## src/rtl/gelato_pkg.sv

```systemverilog
// Shared types and widths for the gelato instruction fetch unit.
// The FSM state type, the latched fetch entry and the alignment helper live here.
package gelato_pkg;

  localparam int ADDR_W       = 32;
  localparam int WARP_NUM_W   = 5;
  localparam int THREAD_NUM_W = 32;
  localparam int INST_WIDTH   = 32;

  typedef enum logic [2:0] {
    IDLE,
    REQ,
    WAIT,
    OUT,
    DRAIN
  } ifetch_state_e;

  typedef struct packed {
    logic [ADDR_W-1:0]       pc;
    logic [WARP_NUM_W-1:0]   warp_num;
    logic [THREAD_NUM_W-1:0] thread_mask;
  } fetch_entry_t;

  // Only the two low pc bits decide word alignment.
  function automatic logic pc_misaligned(input logic [1:0] pc_lo);
    return pc_lo != 2'b00;
  endfunction

endpackage

```

## src/rtl/gelato_ifetch_unit_if.sv

```systemverilog
// Bundle of the three links around the fetch unit: PC table in, instruction memory, decode out.
// Every *_valid/*_ready pair: a transfer happens on a rising clk edge where both are high; the
// sender holds valid and its payload steady until that edge; ready may depend on valid.
interface gelato_ifetch_unit_if #(
  parameter int ADDR_WIDTH     = gelato_pkg::ADDR_W,
  parameter int WARP_NUM_WIDTH = gelato_pkg::WARP_NUM_W,
  parameter int THREAD_NUM     = gelato_pkg::THREAD_NUM_W,
  parameter int INST_WIDTH     = gelato_pkg::INST_WIDTH
) ();

  logic                      pc_valid;
  logic                      pc_ready;
  logic [ADDR_WIDTH-1:0]     pc;
  logic [WARP_NUM_WIDTH-1:0] warp_num;
  logic [THREAD_NUM-1:0]     thread_mask;
  logic                      flush;

  logic                      mem_req_valid;
  logic                      mem_req_ready;
  logic [ADDR_WIDTH-1:0]     mem_req_addr;
  logic                      mem_rsp_valid;
  logic [INST_WIDTH-1:0]     mem_rsp_data;

  logic                      dec_valid;
  logic                      dec_ready;
  logic [INST_WIDTH-1:0]     dec_inst;
  logic [ADDR_WIDTH-1:0]     dec_pc;
  logic [WARP_NUM_WIDTH-1:0] dec_warp_num;
  logic [THREAD_NUM-1:0]     dec_thread_mask;
  logic                      dec_misalign;

  // The fetch unit itself.
  modport slave (
    input  pc_valid, pc, warp_num, thread_mask, flush,
    input  mem_req_ready, mem_rsp_valid, mem_rsp_data,
    input  dec_ready,
    output pc_ready, mem_req_valid, mem_req_addr,
    output dec_valid, dec_inst, dec_pc, dec_warp_num, dec_thread_mask, dec_misalign
  );

  // The surrounding pipeline: PC table, instruction memory and decoder.
  modport master (
    output pc_valid, pc, warp_num, thread_mask, flush,
    output mem_req_ready, mem_rsp_valid, mem_rsp_data,
    output dec_ready,
    input  pc_ready, mem_req_valid, mem_req_addr,
    input  dec_valid, dec_inst, dec_pc, dec_warp_num, dec_thread_mask, dec_misalign
  );

endinterface

```

## src/rtl/gelato_ifetch_unit.sv

```systemverilog
// Instruction fetch unit: one fetch in flight, IDLE -> REQ -> WAIT -> OUT, with DRAIN for killed fetches.
// Define GELATO_IFETCH_ALIGN_CHECK_EN to short-circuit misaligned pcs to decode with dec_misalign set.
module gelato_ifetch_unit #(
  parameter int ADDR_WIDTH     = gelato_pkg::ADDR_W,
  parameter int WARP_NUM_WIDTH = gelato_pkg::WARP_NUM_W,
  parameter int THREAD_NUM     = gelato_pkg::THREAD_NUM_W,
  parameter int INST_WIDTH     = gelato_pkg::INST_WIDTH
) (
  input  logic                     clk,
  input  logic                     rst_n,
  gelato_ifetch_unit_if.slave      bus,
  output gelato_pkg::ifetch_state_e state_dbg
);
  import gelato_pkg::*;

  ifetch_state_e         state;
  fetch_entry_t          entry;
  logic [INST_WIDTH-1:0] inst_q;
  logic                  pc_ready_q;
  logic                  mem_req_valid_q;
  logic                  dec_valid_q;
  logic                  accept;
`ifdef GELATO_IFETCH_ALIGN_CHECK_EN
  logic                  misalign_q;
`endif

  assign accept = (state == IDLE) && pc_ready_q && bus.pc_valid && !bus.flush;

  // pc_ready is registered so it stays low through reset and rises one cycle after release.
  always_ff @(posedge clk or negedge rst_n) begin
    if (!rst_n) begin
      state           <= IDLE;
      entry           <= '0;
      inst_q          <= '0;
      pc_ready_q      <= 1'b0;
      mem_req_valid_q <= 1'b0;
      dec_valid_q     <= 1'b0;
`ifdef GELATO_IFETCH_ALIGN_CHECK_EN
      misalign_q      <= 1'b0;
`endif
    end else begin
      case (state)
        IDLE: begin
          pc_ready_q <= 1'b1;
          if (accept) begin
            entry      <= '{pc:          ADDR_W'(bus.pc),
                            warp_num:    WARP_NUM_W'(bus.warp_num),
                            thread_mask: THREAD_NUM_W'(bus.thread_mask)};
            pc_ready_q <= 1'b0;
`ifdef GELATO_IFETCH_ALIGN_CHECK_EN
            if (pc_misaligned(bus.pc[1:0])) begin
              inst_q      <= '0;
              misalign_q  <= 1'b1;
              dec_valid_q <= 1'b1;
              state       <= OUT;
            end else begin
              misalign_q      <= 1'b0;
              mem_req_valid_q <= 1'b1;
              state           <= REQ;
            end
`else
            mem_req_valid_q <= 1'b1;
            state           <= REQ;
`endif
          end
        end
        REQ: begin
          // A request accepted in the same cycle as a flush still owes a response.
          if (bus.flush) begin
            mem_req_valid_q <= 1'b0;
            if (bus.mem_req_ready) begin
              state <= DRAIN;
            end else begin
              pc_ready_q <= 1'b1;
              state      <= IDLE;
            end
          end else if (bus.mem_req_ready) begin
            mem_req_valid_q <= 1'b0;
            state           <= WAIT;
          end
        end
        WAIT: begin
          if (bus.mem_rsp_valid) begin
            if (bus.flush) begin
              pc_ready_q <= 1'b1;
              state      <= IDLE;
            end else begin
              inst_q      <= INST_WIDTH'(bus.mem_rsp_data);
              dec_valid_q <= 1'b1;
              state       <= OUT;
            end
          end else if (bus.flush) begin
            state <= DRAIN;
          end
        end
        OUT: begin
          if (bus.flush || bus.dec_ready) begin
            dec_valid_q <= 1'b0;
            pc_ready_q  <= 1'b1;
            state       <= IDLE;
`ifdef GELATO_IFETCH_ALIGN_CHECK_EN
            misalign_q  <= 1'b0;
`endif
          end
        end
        DRAIN: begin
          if (bus.mem_rsp_valid) begin
            pc_ready_q <= 1'b1;
            state      <= IDLE;
          end
        end
        default: begin
          state <= IDLE;
        end
      endcase
    end
  end

  assign bus.pc_ready        = pc_ready_q;
  assign bus.mem_req_valid   = mem_req_valid_q;
  assign bus.mem_req_addr    = ADDR_WIDTH'(entry.pc);
  assign bus.dec_valid       = dec_valid_q;
  assign bus.dec_inst        = inst_q;
  assign bus.dec_pc          = ADDR_WIDTH'(entry.pc);
  assign bus.dec_warp_num    = WARP_NUM_WIDTH'(entry.warp_num);
  assign bus.dec_thread_mask = THREAD_NUM'(entry.thread_mask);
`ifdef GELATO_IFETCH_ALIGN_CHECK_EN
  assign bus.dec_misalign    = misalign_q;
`else
  assign bus.dec_misalign    = 1'b0;
`endif
  assign state_dbg           = state;

  // Memory may only answer while a response is owed.
  rsp_only_when_owed: assert property (@(posedge clk) disable iff (!rst_n)
    bus.mem_rsp_valid |-> (state == WAIT || state == DRAIN));

endmodule

```

## src/flat_wrapper.sv

```systemverilog
// flat-port wrapper written by rule: the top's interface ports become plain ports
module gelato_ifetch_unit_flat import gelato_pkg::*;
#(
  parameter int ADDR_WIDTH     = gelato_pkg::ADDR_W,
  parameter int WARP_NUM_WIDTH = gelato_pkg::WARP_NUM_W,
  parameter int THREAD_NUM     = gelato_pkg::THREAD_NUM_W,
  parameter int INST_WIDTH     = gelato_pkg::INST_WIDTH
)
  (clk, rst_n, state_dbg, bus_pc_valid, bus_pc, bus_warp_num, bus_thread_mask, bus_flush, bus_mem_req_ready, bus_mem_rsp_valid, bus_mem_rsp_data, bus_dec_ready, bus_pc_ready, bus_mem_req_valid, bus_mem_req_addr, bus_dec_valid, bus_dec_inst, bus_dec_pc, bus_dec_warp_num, bus_dec_thread_mask, bus_dec_misalign);
  gelato_ifetch_unit_if #(.ADDR_WIDTH(ADDR_WIDTH), .WARP_NUM_WIDTH(WARP_NUM_WIDTH), .THREAD_NUM(THREAD_NUM), .INST_WIDTH(INST_WIDTH)) bus_i ();
  input  logic clk;
  input  logic rst_n;
  output gelato_pkg::ifetch_state_e state_dbg;
  input wire logic [$bits(bus_i.pc_valid)-1:0] bus_pc_valid;
  input wire logic [$bits(bus_i.pc)-1:0] bus_pc;
  input wire logic [$bits(bus_i.warp_num)-1:0] bus_warp_num;
  input wire logic [$bits(bus_i.thread_mask)-1:0] bus_thread_mask;
  input wire logic [$bits(bus_i.flush)-1:0] bus_flush;
  input wire logic [$bits(bus_i.mem_req_ready)-1:0] bus_mem_req_ready;
  input wire logic [$bits(bus_i.mem_rsp_valid)-1:0] bus_mem_rsp_valid;
  input wire logic [$bits(bus_i.mem_rsp_data)-1:0] bus_mem_rsp_data;
  input wire logic [$bits(bus_i.dec_ready)-1:0] bus_dec_ready;
  output wire logic [$bits(bus_i.pc_ready)-1:0] bus_pc_ready;
  output wire logic [$bits(bus_i.mem_req_valid)-1:0] bus_mem_req_valid;
  output wire logic [$bits(bus_i.mem_req_addr)-1:0] bus_mem_req_addr;
  output wire logic [$bits(bus_i.dec_valid)-1:0] bus_dec_valid;
  output wire logic [$bits(bus_i.dec_inst)-1:0] bus_dec_inst;
  output wire logic [$bits(bus_i.dec_pc)-1:0] bus_dec_pc;
  output wire logic [$bits(bus_i.dec_warp_num)-1:0] bus_dec_warp_num;
  output wire logic [$bits(bus_i.dec_thread_mask)-1:0] bus_dec_thread_mask;
  output wire logic [$bits(bus_i.dec_misalign)-1:0] bus_dec_misalign;
  assign bus_i.pc_valid = bus_pc_valid;
  assign bus_i.pc = bus_pc;
  assign bus_i.warp_num = bus_warp_num;
  assign bus_i.thread_mask = bus_thread_mask;
  assign bus_i.flush = bus_flush;
  assign bus_i.mem_req_ready = bus_mem_req_ready;
  assign bus_i.mem_rsp_valid = bus_mem_rsp_valid;
  assign bus_i.mem_rsp_data = bus_mem_rsp_data;
  assign bus_i.dec_ready = bus_dec_ready;
  assign bus_pc_ready = bus_i.pc_ready;
  assign bus_mem_req_valid = bus_i.mem_req_valid;
  assign bus_mem_req_addr = bus_i.mem_req_addr;
  assign bus_dec_valid = bus_i.dec_valid;
  assign bus_dec_inst = bus_i.dec_inst;
  assign bus_dec_pc = bus_i.dec_pc;
  assign bus_dec_warp_num = bus_i.dec_warp_num;
  assign bus_dec_thread_mask = bus_i.dec_thread_mask;
  assign bus_dec_misalign = bus_i.dec_misalign;
  gelato_ifetch_unit #(.ADDR_WIDTH(ADDR_WIDTH), .WARP_NUM_WIDTH(WARP_NUM_WIDTH), .THREAD_NUM(THREAD_NUM), .INST_WIDTH(INST_WIDTH)) u_core (.clk(clk), .rst_n(rst_n), .bus(bus_i), .state_dbg(state_dbg));
endmodule
```

## config.mk

```make
export PLATFORM = sky130hd
export DESIGN_NAME = gelato_ifetch_unit_flat
export DESIGN_NICKNAME = d
export VERILOG_FILES = /design/src/rtl/gelato_pkg.sv /design/src/rtl/gelato_ifetch_unit_if.sv /design/src/rtl/gelato_ifetch_unit.sv /design/src/flat_wrapper.sv
export SDC_FILE = /design/constraint.sdc
export NUM_CORES = 1
export LEC_CHECK = 0
export CAP_MARGIN = 15
export CORE_UTILIZATION = 36
export DETAILED_ROUTE_END_ITERATION = 6
export PLACE_DENSITY_LB_ADDON = 0.1
export SYNTH_ARGS = -nofsm -noshare
export SYNTH_HDL_FRONTEND = slang
export SYNTH_SLANG_ARGS = --single-unit
```

## constraint.sdc

```tcl
create_clock -name clk -period 1.43 [get_ports clk]
set_input_delay 0.286 -clock clk [delete_from_list [all_inputs] [get_ports clk]]
set_output_delay 0.286 -clock clk [all_outputs]
set_load 0.005 [all_outputs]
```

After elaboration in Yosys (flattened, before gate mapping). Cells that the tools add are included.

Logic and storage cells: 64. Flip-flop bits (word level): 107. Bits of input ports: 108.

Multiplexer cells: 26. Bitwise gates (word level): 1. Equality and inequality tests: 14. Reduce and logical (&&, ||, !) cells: 15.

Operator list (number): $mux 3 (8); $pmux 3 s5 (1); $mux 1 (13); $ne 2x2->1 const B (6); $reduce_and 7->1 (1); $eq 3x2->1 const B (2); $ne 3x3->1 const B (2); $reduce_and 3->1 (2); $pmux 1 s5 (1); $reduce_and 5->1 (1); $reduce_bool 5->1 (1); $ne 2x1->1 const B (2); $pmux 1 s2 (2); $reduce_and 4->1 (1); $reduce_bool 2->1 (2); $eq 3x1->1 const B (1); $eq 3x3->1 const B (1); $logic_and 1x1->1 (3); $logic_not 3->1 (1); $mux 2 (1); $reduce_and 2->1 (1); $logic_not 1->1 (1); $logic_or 1x1->1 (1); $not 1->1 (1).

Depth between registers and ports, before layout.
Depth in word-level cells: 6. Gate-level depth with buffers: 6. Gate-level depth less buffers: 4.

Worst setup path before layout. OpenSTA, ideal clock, no wires.

Kind: register -> register. Start: register u_core.state[1] (netlist: u_core.state_dbg[1]). End: register u_core.inst_q[10] (netlist: u_core.bus.dec_inst[10]). Cell stages (with the launch flop): 7. Arrival: 1411 ps. Path buffers: 3. Library setup time: 125 ps. Data required time: 1305 ps. Setup slack: -107 ps. Cells stage by stage: dfrtp_1 -> buf_6 -> nor2b_4 -> and4b_1 -> buf_6 -> buf_12 -> mux2_4.

Word-level cells in the longest chain between the ends: 2.

RTL lines: start, declared (RTL line gelato_ifetch_unit.sv:16) `ifetch_state_e state;`; start signal, assigned (RTL line gelato_ifetch_unit.sv:32) `state <= IDLE;`; start signal, assigned (RTL line gelato_ifetch_unit.sv:63) `state <= REQ;`; start signal, assigned (RTL line gelato_ifetch_unit.sv:72) `state <= DRAIN;`; $eq 3x2->1 (RTL line gelato_ifetch_unit.sv:42) `case (state)`; $reduce_and 3->1 (no line); end signal, assigned (RTL line gelato_ifetch_unit.sv:88) `inst_q <= INST_WIDTH'(bus.mem_rsp_data);`; end, declared (RTL line gelato_ifetch_unit.sv:18) `logic [INST_WIDTH-1:0] inst_q;`.

No other way between the ends. A chain may end at the register's enable or synchronous reset.

Worst setup path in the final report.
Start: register u_core.state[1] (netlist: u_core.state_dbg[1]). End: register u_core.inst_q[19] (netlist: u_core.bus.dec_inst[19]).

Same word-level chain as after synthesis.

==> metrics.md <==
| Metric | Value |
|---|---|
| Seq/Total Area, Yosys | `0.5554` |
| GR peak layer | `met2` |
| Vias | `3313` |
| 1st-iter DRT viols | `between 100 and 150` |
| CTS Buf Count | `9` |
| Drt total wl | `roughly 12000 um` |
| Post-synthesis area per instance | `between 15 and 20 um^2` |
| # diodes | `0` |
| Area leader, netlist | `dfrtp_1` |
| Clock Power Share | `0.190` |
| Vias in the first global route | `3618` |
| GR Util met2 | `0.3195` |
| WL per Instance | `about 16 um` |
| R2r worst-path depth | `5` |
| CTS tree | `built` |
| CP startpoint kind | `flip-flop` |
| Max-Cap Viols | `0` |
| GR Layer Usage met1 | `0.2119` |
| Clock Latency Late Sink | `~0.35 ns` |
| Hold Fails Final Rpt | `0` |
| Tmin final | `roughly 1.6 ns` |
| Chip width | `117.7 um` |
| Tot Pwr | `around 15000 uW` |
| H-tree depth | `3` |
| RSZ-0062 raised after global routing | `true` |
| Cell area after layout | `0.007999 mm^2` |
| Post-DRT Antenna Nets | `0` |
| Multi-input logic area | `approximately 0.0017 mm^2` |
| Area contributors post-synth | `dfrtp_1 (56%), mux2_4 (31%), buf_4 (5.1%)` |
| GRT met3 Usage | `0.06686` |
| Final HPWL DP | `around 8500 um` |
| Layout cells sized above 1 | `0.3516` |
| Final period utilization | `1.098` |
| Final Util | `0.6237` |
| Top post-synthesis cells by count | `dfrtp_1 (107), mux2_4 (98), buf_4 (33), buf_6 (9)` |
| Required time of the worst setup path | `between 1.5 and 2 ns` |
| CTS sink count | `about 110` |
| Seq cells post-synth | `between 100 and 150` |
| Cell area after synthesis | `just under 0.005 mm^2` |
| Worst Setup End Kind | `flip-flop` |
| WHS | `about 0.39 ns` |
| # IOs | `around 250` |
| Clk root buf | `clkbuf_16` |
| Main synth FF type | `dfrtp_1` |
| Dpl cell area | `between 0.007 and 0.008 mm^2` |
| Vias per cell | `between 4 and 5` |
| Total die area | `about 0.014 mm^2` |
| LEAKAGE | `between 0.004 and 0.005 uW` |
| Final Wtd Congestion | `between 0.7 and 0.8` |
| CTS Buffer Depth | `2` |
| Failing checks | `setup timing` |
| Largest net degree at the start of global routing | `43` |
| Synth-to-layout area growth | `65.92%` |
| Setup violators final | `a little over 100` |
| Kind of critical path | `reg -> reg` |
| Number of synthesized flops with an enable pin | `0` |
| Distinct cells, synth | `28` |
| Register area | `0.002679 mm^2` |
| Yosys warnings | `0` |
| Worst hold-check path type | `in -> async` |
| Fillers | `1052` |
| PwrDens | `1936 mW/mm^2` |
| Status | `finished, violations left` |
| Top-area cell type share of the netlist area | `0.5554` |
| Antenna violations before repair | `0` |
| Global route overflow | `0` |
| Sw Share | `0.2617` |
| Most common cell in the synthesized netlist | `dfrtp_1` |
| CTS clk-pin slew, worst paths | `about 0.070 ns` |
| Core Area | `about 0.013 mm^2` |
| Async set-or-reset flop fraction in the synthesized netlist | `1.000` |
| Sequential Power Share | `0.349` |
| DRC Markers | `0` |
| Starting density of the core | `0.3759` |
| Cell Rows | `slightly above 40` |
| DR pass1 iterations | `4` |
| Die Y | `around 120 um` |
| Highest clock rate | `~640 MHz` |
| Logic pwr share | `0.460` |
| Max Slew Vio Count | `0` |
| Count of buffers from port buffering | `about 250` |
| Worst vdd ir | `845.3 uV` |
| GRT Overall Usage | `0.1841` |
| Crit-path max FO | `7` |
| Syn nets | `398` |
| Post-place setup slack | `-0.4382 ns` |
| Cells after Synth | `290` |
| Psw | `4054 uW` |
| Final Net Count | `686` |
| Crit path DAT | `1.80 ns` |
| First-pass GRT wire length | `slightly below 20000 um` |
| Pint | `approximately 11000 uW` |
| Setup Skew | `0.007634 ns` |
| Final worst-path setup slack | `-0.1398 ns` |
[placed cells by master, fill, tap and decap left out, types with 3 or more instances in the layout]
cell and instances:
dlygate4sd2_1 117, o21ai_0 7, mux2_4 98, clkbuf_8 3, dfrtp_1 106, clkdlybuf4s50_1 106, clkbuf_16 11, clkdlybuf4s15_1 18
bufinv_16 3, buf_6 13, buf_4 58, buf_12 4, mux2_2 3, nand2_1 7
[flip-flops by register name (all words and copies together), names as in the netlist]
register                    cells
u_core.bus.pc_ready             1
u_core.bus.dec_warp_num         5
u_core.bus.dec_valid            1
u_core.bus.dec_inst            32
u_core.bus.dec_thread_mask     32
u_core.state_dbg                3
u_core.bus.mem_req_valid        1
u_core.bus.dec_pc              32
[power by group through the flow]
stage / clock network (uW) / registers (uW) / logic [uW]
global route: 3150 / 5620 / 7630
global placement: 0 / 5570 / 7270
finish: 2940 / 5410 / 7130
CTS: 3050 / 5400 / 7190
detailed placement: 0 / 5570 / 7340
floorplan: 0 / 5580 / 3190
[path summary, 6_finish.rpt]
kind / startpoint / endpoint / slack (ns)
setup reg to reg: u_core.state_dbg[1] / u_core.bus.dec_inst[19] / -0.14
min in group clk: u_core.bus.dec_inst[0] / u_core.bus.dec_inst[0] / 0.50
hold reg to reg: u_core.bus.dec_inst[0] / u_core.bus.dec_inst[0] / 0.50
hold / removal: rst_n / u_core.bus.dec_inst[24] / 0.39
setup / recovery: u_core.state_dbg[1] / u_core.bus.dec_inst[19] / -0.14
max in group asynchronous: rst_n / u_core.bus.dec_pc[19] / 0.53
[through the flow]
stage / std cells / setup TNS [ns]
4_1_cts: 753 / -12.06
3_3_place_gp: 685 / -39.72
6_report: 755 / -8.451
3_5_place_dp: 685 / -39.59
2_1_floorplan: 290 / -6.994
5_1_grt: 755 / -14.36
[cell type report]
cell class / count / share of cell area
inverters: 2 / 0.0009385
clock inverters: 4 / 0.01189
clock buffers: 12 / 0.03332
well taps: 172 / 0.02690
flip-flops and latches: 107 / 0.3349
multi-input cells: 136 / 0.2166
repair buffers: 322 / 0.3754
[worst max-delay path: stages (launching register included)]
cell and delay [ns]:
dfrtp_1 0.34, buf_4 0.11, nor2b_4 0.13, and4b_4 0.37, clkbuf_16 0.20, mux2_4 0.29
[routing by layer]
metal	wire, um	share of wire
met5	0	0
met4	138	0.011
met1	4907	0.40
met2	6345	0.52
met3	812	0.067
[cells by family (layout without fill, tap and decap cells)]
| logic type | count (synthesis) | in the layout | share of synthesized area |
|---|---|---|---|
| other cells | 1 | 1 | 0.0007779 |
| simple gates | 20 | 20 | 0.02674 |
| mux | 102 | 102 | 0.3143 |
| flops | 107 | 107 | 0.5554 |
| buf+inv | 47 | 340 | 0.08643 |
| compound gates | 13 | 13 | 0.01635 |
[timing repair]
action / 4_1_cts / 5_1_grt
pin swaps: 0 / 1
hold buffers: 1 / 0
setup endpoints to repair: 240 / 118
setup buffers: 51 / 0
resized for setup: 162 / 21
hold endpoints to repair: 19 / 0
gates cloned: 0 / 3
(Power assumes the default switching activity.)
